--- config.mk ---
export PLATFORM = sky130hd
export DESIGN_NAME = dphy_byte_align
export DESIGN_NICKNAME = d
export VERILOG_FILES = /design/src/rtl/dphy_pkg.sv /design/src/rtl/dphy_sync_detect.sv /design/src/rtl/dphy_byte_align.sv
export SDC_FILE = /design/constraint.sdc
export NUM_CORES = 1
export LEC_CHECK = 0
export CORE_ASPECT_RATIO = 1.1
export CORE_UTILIZATION = 56
export CTS_BUF_LIST = sky130_fd_sc_hd__clkbuf_8
export CTS_CLUSTER_DIAMETER = 120
export CTS_CLUSTER_SIZE = 24
export DETAILED_ROUTE_END_ITERATION = 7
export GPL_TIMING_DRIVEN = 0
export PLACE_DENSITY_LB_ADDON = 0.05
export SETUP_SLACK_MARGIN = 0.02
export SLEW_MARGIN = 20
export SYNTH_ARGS = -nofsm -noshare
export SYNTH_HDL_FRONTEND = slang
export SYNTH_HIERARCHICAL = 1
export SYNTH_SLANG_ARGS = --single-unit
--- constraint.sdc ---
create_clock -name byte_clk_i -period 2.3 [get_ports byte_clk_i]
set_clock_uncertainty 0.05 [all_clocks]
set_input_delay 0.46 -clock byte_clk_i [delete_from_list [all_inputs] [get_ports byte_clk_i]]
set_output_delay 0.46 -clock byte_clk_i [all_outputs]
set_load 0.03 [all_outputs]
--- src/rtl/dphy_pkg.sv ---
// Shared definitions for the D-PHY receive byte path: HS sync pattern and
// the byte aligner state encoding.
package dphy_pkg;

    localparam logic [7:0] HS_SYNC_BYTE = 8'hB8;

    typedef enum logic [1:0] {
        ST_IDLE    = 2'd0,
        ST_SEARCH  = 2'd1,
        ST_ALIGNED = 2'd2,
        ST_FAIL    = 2'd3
    } align_state_e;

endpackage

--- src/rtl/dphy_sync_detect.sv ---
// Combinational HS sync search over a 16-bit two-byte window; reports the
// lowest bit offset (0..7) at which the sync byte appears.
module dphy_sync_detect
    import dphy_pkg::*;
(
    input  logic [15:0] window_i,
    output logic        match_o,
    output logic [2:0]  offset_o
);

    logic       match_s;
    logic [2:0] offset_s;

    // Scan high to low so the lowest matching offset is the one that sticks
    always_comb begin
        match_s  = 1'b0;
        offset_s = 3'd0;
        for (int k = 7; k >= 0; k--) begin
            if (window_i[k +: 8] == HS_SYNC_BYTE) begin
                match_s  = 1'b1;
                offset_s = 3'(k);
            end else begin
                match_s  = match_s;
                offset_s = offset_s;
            end
        end
    end

    assign match_o  = match_s;
    assign offset_o = offset_s;

endmodule

--- src/rtl/dphy_byte_align.sv ---
// D-PHY HS byte aligner: locates the sync byte at any bit offset in the
// unaligned lane stream, then emits realigned payload bytes for the burst.
module dphy_byte_align
    import dphy_pkg::*;
#(
    parameter int SYNC_TIMEOUT = 32
) (
    input  logic       byte_clk_i,
    input  logic       rst_i,
    input  logic       enable_i,
    input  logic [7:0] byte_data_i,
    output logic [7:0] byte_o,
    output logic       valid_o,
    output logic       sync_found_o,
    output logic       sync_err_o,
    output logic [2:0] offset_o
);

    localparam int                CNT_W        = $clog2(SYNC_TIMEOUT + 1);
    localparam logic [CNT_W-1:0]  CNT_LIMIT    = CNT_W'(SYNC_TIMEOUT);
    localparam logic [CNT_W-1:0]  CNT_LAST     = CNT_W'(SYNC_TIMEOUT - 1);

    align_state_e      state_r;
    logic [7:0]        prev_byte_r;
    logic [CNT_W-1:0]  search_cnt_r;
    logic [7:0]        byte_r;
    logic              valid_r;
    logic              sync_found_r;
    logic              sync_err_r;
    logic [2:0]        offset_r;

    logic [15:0]       window_s;
    logic              match_s;
    logic [2:0]        match_off_s;

    // Newest byte in the upper half so stream order runs from bit 0 upward
    assign window_s = {byte_data_i, prev_byte_r};

    dphy_sync_detect u_sync_detect (
        .window_i (window_s),
        .match_o  (match_s),
        .offset_o (match_off_s)
    );

    // Alignment FSM; pulses default low and a dropped enable wins over everything
    always_ff @(posedge byte_clk_i or posedge rst_i) begin
        if (rst_i) begin
            state_r      <= ST_IDLE;
            prev_byte_r  <= 8'h00;
            search_cnt_r <= {CNT_W{1'b0}};
            byte_r       <= 8'h00;
            valid_r      <= 1'b0;
            sync_found_r <= 1'b0;
            sync_err_r   <= 1'b0;
            offset_r     <= 3'd0;
        end else begin
            prev_byte_r  <= byte_data_i;
            valid_r      <= 1'b0;
            sync_found_r <= 1'b0;
            sync_err_r   <= 1'b0;
            if (!enable_i) begin
                state_r      <= ST_IDLE;
                search_cnt_r <= {CNT_W{1'b0}};
            end else begin
                case (state_r)
                    ST_IDLE: begin
                        state_r      <= ST_SEARCH;
                        search_cnt_r <= {CNT_W{1'b0}};
                    end
                    ST_SEARCH: begin
                        if (match_s) begin
                            state_r      <= ST_ALIGNED;
                            offset_r     <= match_off_s;
                            sync_found_r <= 1'b1;
                        end else if (search_cnt_r >= CNT_LAST) begin
                            state_r      <= ST_FAIL;
                            sync_err_r   <= 1'b1;
                            search_cnt_r <= CNT_LIMIT;
                        end else begin
                            search_cnt_r <= search_cnt_r + CNT_W'(1);
                        end
                    end
                    ST_ALIGNED: begin
                        byte_r  <= window_s[offset_r +: 8];
                        valid_r <= 1'b1;
                    end
                    ST_FAIL: begin
                        state_r <= ST_FAIL;
                    end
                    default: begin
                        state_r <= ST_IDLE;
                    end
                endcase
            end
        end
    end

    assign byte_o       = byte_r;
    assign valid_o      = valid_r;
    assign sync_found_o = sync_found_r;
    assign sync_err_o   = sync_err_r;
    assign offset_o     = offset_r;

endmodule

# Yosys cells after proc, flatten, opt, wreduce, memory -nomap -nowiden
# Index checks and enable logic that the tools add are counted.
dict set report totals {
  register_bits 30
  in_bits 11
  output_inout_bits 14
  wordCells 64
}
dict set report op_classes {
  n_addsub 1
  order_cmp 1
  eq_ne 15
  n_shift 1
  muxes 33
  n_reduce_logical 5
}
# cell n
set op_table {}
lappend op_table {{8-bit == test (second input constant)} 8}
lappend op_table {{3-bit 2-to-1 mux} 8}
lappend op_table {{6-bit 2-to-1 mux} 3}
lappend op_table {{1-bit 2-to-1 mux} 17}
lappend op_table {{16-bit by 4-bit indexed part select with 8-bit output} 1}
lappend op_table {{6-bit case mux with 2 select lines} 1}
lappend op_table {{6-bit by 1-bit adder with 6-bit output (second input constant)} 1}
lappend op_table {{6-bit by 5-bit greater-or-equal comparator with 1-bit output (second input constant)} 1}
lappend op_table {{2-bit 2-to-1 mux} 3}
lappend op_table {{2-bit case mux with 3 select lines} 1}
lappend op_table {{2-bit AND reduction} 3}
lappend op_table {{2-bit == test (second input constant)} 2}
lappend op_table {{4-bit by 1-bit inequality test with 1-bit output (second input constant)} 1}
lappend op_table {{4-bit inequality test (second input constant)} 1}
lappend op_table {{3-bit by 1-bit inequality test with 1-bit output (second input constant)} 1}
lappend op_table {{3-bit inequality test (second input constant)} 1}
lappend op_table {{3-bit AND reduction} 1}
lappend op_table {{2-bit by 1-bit == test with 1-bit output (second input constant)} 1}
lappend op_table {{2-bit logical NOT} 1}

# Logic depth before layout (Yosys ltp)
dict set report depth {
  word_depth 12
  depth_mapped 10
  ltp_nobuf 8
}

# Hierarchy
# The synthesis kept the hierarchy.
# mod instances cells_per_inst area_each_um2 seq_area_each_um2
set modules_own_cells {}
lappend modules_own_cells {dphy_byte_align 1 142 1541.5 750.7}
lappend modules_own_cells {dphy_sync_detect 1 28 192.7 0.0}

# Worst setup path after synthesis
# OpenSTA, ideal clock, no wires.
dict set report synth_path {
  path_type {input-to-reg}
  from {input port byte_data_i[4]}
  to {register search_cnt_r[3]}
  arrival_ns 2.008
  required_time_ns 2.126
  path_slack_ns 0.118
  cell_stages 10
  path_buffers 2
  cell_sequence {inv_1 nor4b_1 o21ai_1 o2111ai_1 buf_2 a21o_1 and2_1 clkbuf_1 nor4_1 a211o_1}
}
dict set report synth_via {
  elab_chain_len 11
  word_cells_on_any_way 13
  classes_between {4 x eq/ne; 8 x mux; 1 x reduce/logical}
}
# element line
set synth_rtl {}
lappend synth_rtl {{start, declared} dphy_byte_align.sv:11} ;# input logic [7:0] byte_data_i,
lappend synth_rtl {{8-bit == test} dphy_sync_detect.sv:19} ;# if (window_i[k +: 8] == HS_SYNC_BYTE) begin
lappend synth_rtl {{1-bit 2-to-1 mux (2 in a row)} dphy_sync_detect.sv:19}
lappend synth_rtl {{1-bit 2-to-1 mux (*) (6 in a row)} dphy_sync_detect.sv:19}
lappend synth_rtl {{via match_s} dphy_byte_align.sv:33} ;# logic match_s;
lappend synth_rtl {{3-bit inequality test (no line) (*)} -}
lappend synth_rtl {{2-bit AND reduction (no line) (*)} -}
lappend synth_rtl {{end signal, assigned} dphy_byte_align.sv:50} ;# search_cnt_r <= {CNT_W{1'b0}};
lappend synth_rtl {{end signal, assigned} dphy_byte_align.sv:63} ;# search_cnt_r <= {CNT_W{1'b0}};
lappend synth_rtl {{end signal, assigned} dphy_byte_align.sv:68} ;# search_cnt_r <= {CNT_W{1'b0}};
lappend synth_rtl {{end, declared} dphy_byte_align.sv:25} ;# logic [CNT_W-1:0] search_cnt_r;
# The timed path passes the listed nets; every way through them passes the cells marked *.
# A chain may end at the register's enable or synchronous reset.

# Worst setup path in the final report
dict set report layout_path {
  from {register prev_byte_r[4]}
  to {register search_cnt_r[3]}
}
dict set report layout_via {
  elab_chain_len 8
  word_cells_on_any_way 12
  classes_between {6 x eq/ne; 5 x mux; 1 x reduce/logical}
}
# element line
set layout_rtl {}
lappend layout_rtl {{start, declared} dphy_byte_align.sv:24} ;# logic [7:0] prev_byte_r;
lappend layout_rtl {{start signal, assigned} dphy_byte_align.sv:57} ;# prev_byte_r <= byte_data_i;
lappend layout_rtl {{8-bit == test} dphy_sync_detect.sv:19}
lappend layout_rtl {{1-bit 2-to-1 mux (4 in a row)} dphy_sync_detect.sv:19}
lappend layout_rtl {{1-bit 2-to-1 mux (*)} dphy_sync_detect.sv:19}
lappend layout_rtl {{via match_s} dphy_byte_align.sv:33}
lappend layout_rtl {{3-bit inequality test (no line) (*)} -}
lappend layout_rtl {{2-bit AND reduction (no line) (*)} -}
# Marks and branches as above.

==> summary.txt <==
Synth
  – Top_reg_cell synth: dfrtp_1
  – Seq/Total Area, Yosys: 43.3%
  – Post-synth EDFFs: 0
  – Post-synth ARST share: 100%
  – Synthesized Nets: 182
  – Mapped Avg Cell Area: 10.2 sq um
  – Cells after Synth: 170
  – Syn. warnings: 6
  – Synthesized flop and latch total: 30
  – Synth unique cells: 42
  – Cell area after synthesis: 0.00173 sq mm

Worst hold path
  – Hold Path Class: in -> reg
  – Worst Hold Depth: 1
  – Hold Path End: prev_byte_r[1]$_DFF_PP0_
  – Hold path startpoint: byte_data_i[1]

Drt
  – DRT iter0 DRCs: 31
  – Via-to-Cell Ratio: 6.22
  – DRC Markers: 0
  – 1st-pass router iterations: 4
  – Met3 routed WL: 163 um
  – Post-DR wirelength/cell: 16.7 um
  – Total number of vias: 1461
  – M1 wire length: 1.73 mm
  – Post-route ant nets: 0
  – Top Metal Used: met4
  – Post-Route WL: 3.93 mm
  – Met2 wire length: 1.97 mm

STA
  – Final Hold Viols: 0
  – Fin. max-slew vios: 0
  – Fmax: 0.455 GHz
  – Tmin final: 2.20 ns
  – Slew HR: 58.3%
  – Setup ws final: 0.104 ns
  – Setup violators final: 0
  – RSZ-0062 raised after global routing: no
  – Worst-margin pin slew: 0.625 ns
  – Period utilization: 95.5%

Floorplanning
  – Initial core utilization: 60.8%
  – Die Area: 0.00332 sq mm
  – Die span in x: 55.1 um
  – # IOs: 25
  – Die height: 60.4 um
  – Core Box Area: 0.00285 sq mm
  – Site Rows: 20

Setup path
  – WP data required: 2.41 ns
  – Setup crit start kind: flip-flop
  – CP cell instances: nand3b_1 > nor3_2 > a31oi_1 > o2111ai_1 > buf_4 > a21o_1 > and2_4 > nor4_2 > a211o_1
  – R2r setup slk: 0.10 ns
  – Worst path slowest cell: dfrtp_1
  – CP endpoint kind: flip-flop
  – R2R depth: 9
  – Crit path DAT: 2.31 ns
  – Reg2Reg Launch Point: prev_byte_r[4]$_DFF_PP0_
  – Slowest cell delay on critical path: 0.41 ns
  – Crit Reg-Reg Endpoint: search_cnt_r[3]$_DFFE_PP0P_
  – CP max FO: 7
  – Critical path type: reg -> reg

Power and ir drop
  – Pleak: 0.932 nW
  – Power Dens Cells: 524 mW/mm^2
  – Worst IR Drop VDD: 0.000459 V
  – Design Power: 0.00112 W

Clock network
  – CTS Buffer Depth: 2
  – Worst skew pair latency: 0.28 ns
  – CTS Buf Count: 5
  – H-tree levels: 2
  – Post-CTS Hold Buffers: 0
  – Root Buffer: clkbuf_8
  – CTS sink cnt: 30
  – TritonCTS clock tree: built
  – CTS clock-pin slew for the worst setup and hold paths: 0.06 ns

Layout
  – Final layout net count: 214
  – Share of cells above drive strength 1: 23.3%
  – Final core occ: 75.3%
  – Area Growth Syn to Fin: 23.9%
  – N_diodes: 0
  – Filler Cell Count: 222
  – Most frequent cells in the layout: 29 x dfrtp_1, 18 x nand2_1, 17 x clkdlybuf4s50_1
  – Commonest non-fill, non-tap cell in the layout: dfrtp_1

Run status
  – Status: finished clean

Global routing
  – First-pass GRT wire length: 6.18 mm
  – Global route overflow: 0
  – Total track usage: 26.7%
  – Number of global-route vias before repair: 1313
  – Initial antenna violation count: 0
  – Largest net degree at the start of global routing: 31

Placed design
  – Port Buf Inserts: 23
  – Pre-CTS WS: -0.871 ns
  – Gpl congestion: 0.890
  – Hpwl dp: 2.78 mm

Run
  – Max Cap Violations: 0
[registers in the layout, summed over array words and instances (netlist names)]
| signal | count |
|---|---|
| valid_o | 1 |
| sync_found_o | 1 |
| sync_err_o | 1 |
| byte_o | 8 |
| state_r | 2 |
| prev_byte_r | 8 |
| search_cnt_r | 6 |
| offset_o | 3 |
[how the worst max path moves through the flow]
stage,from,end,slack (ns),cells after the start
6_report,prev_byte_r[4]$_DFF_PP0_,search_cnt_r[3]$_DFFE_PP0P_,0.10,9
5_1_grt,prev_byte_r[4]$_DFF_PP0_,search_cnt_r[4]$_DFFE_PP0P_,0.03,9
4_1_cts,byte_data_i[0],search_cnt_r[3]$_DFFE_PP0P_,0.03,10
3_5_place_dp,byte_data_i[0],search_cnt_r[3]$_DFFE_PP0P_,-0.87,11
3_3_place_gp,byte_data_i[0],search_cnt_r[3]$_DFFE_PP0P_,-0.74,11
2_1_floorplan,byte_data_i[4],search_cnt_r[3]$_DFFE_PP0P_,0.12,10
[worst max-delay path, delay by kind of cell, from the launching register on]
family	cells	cell delay (ns)
compound gates	4	0.74
buf+inv	1	0.16
flops	1	0.41
simple gates	4	0.72
[stage by stage]
stage / cells / TNS, ns / hold slack [ns] / cell area (sq um)
global placement: 226 / -4.80 / 0.414 / 2010
CTS: 235 / 0 / 0.437 / 2130
global route: 235 / 0 / 0.355 / 2150
finish: 235 / 0 / 0.359 / 2150
detailed placement: 226 / -6.13 / 0.426 / 2010
floorplan: 170 / 0 / 0.441 / 1730
[per-layer routing]
layer | up-vias | track usage [%]
li1 | 690 | -
met1 | 718 | 33.4
met2 | 44 | 43.9
met3 | 9 | 7.02
met4 | 0 | 10.0
met5 | - | 0
[synthesized netlist by cell type (2+ instances only)]
library cell  instances  share of area (%)
a21o_1                2               0.87
mux2_2                9                5.8
clkbuf_1              3               0.65
nand3b_1              3                1.3
a22oi_1               2               0.87
o221ai_1              2                1.0
nand2b_1              4                1.4
o21ai_0              10                2.9
nand2_1              18                3.9
or2_2                 2               0.72
dfrtp_1              30                 43
buf_2                 5                1.4
mux4_2                4                5.2
inv_1                 9                1.9
a21oi_1               3               0.87
o21ai_1               7                2.0
mux2i_1              11                6.3
nand3_1               5                1.4
and4bb_1              2                1.4
o22ai_1               2               0.72
nor3_1                4                1.2
a211o_1               2                1.0
nor4b_1               2                1.0
a22o_1                3                1.5
nor2b_1               4                1.4
nor2_1                6                1.3
[power breakdown]
| group | total (W) | switching (W) | internal (W) |
|---|---|---|---|
| clock | 0.000385 | 0.000187 | 0.000199 |
| combinational | 0.000169 | 0.0000953 | 0.0000737 |
| sequential | 0.000571 | 0.0000205 | 0.000550 |
[cell type report]
cell class	instances	area (sq um)	share of cell area (%)
Timing Repair Buffer	26	234	10.9
Tap cell	33	41.3	1.92
Clock buffer	5	68.8	3.20
Sequential cell	30	752	35.0
Buffer	8	46.3	2.15
Clock inverter	2	7.51	0.349
Inverter	9	33.8	1.57
Multi-Input combinational cell	122	965	44.9
[cell families (layout without fill, tap and decap cells)]
| family | after synthesis | count (layout) | share of synthesized area [%] |
|---|---|---|---|
| simple gates | 58 | 58 | 19.4 |
| compound gates | 39 | 39 | 14.5 |
| flops | 30 | 30 | 43.3 |
| mux | 24 | 24 | 17.4 |
| buf+inv | 18 | 50 | 4.69 |
| fa+ha+maj | 1 | 1 | 0.721 |
[timing repair]
| action | in CTS | in global routing |
|---|---|---|
| setup endpoints to repair | 9 | 6 |
| gates resized for setup | 17 | 12 |
| setup buffers | 3 | 0 |
| cloned | 0 | 0 |
| pin swaps | 1 | 1 |
(Power assumes the default switching activity.)
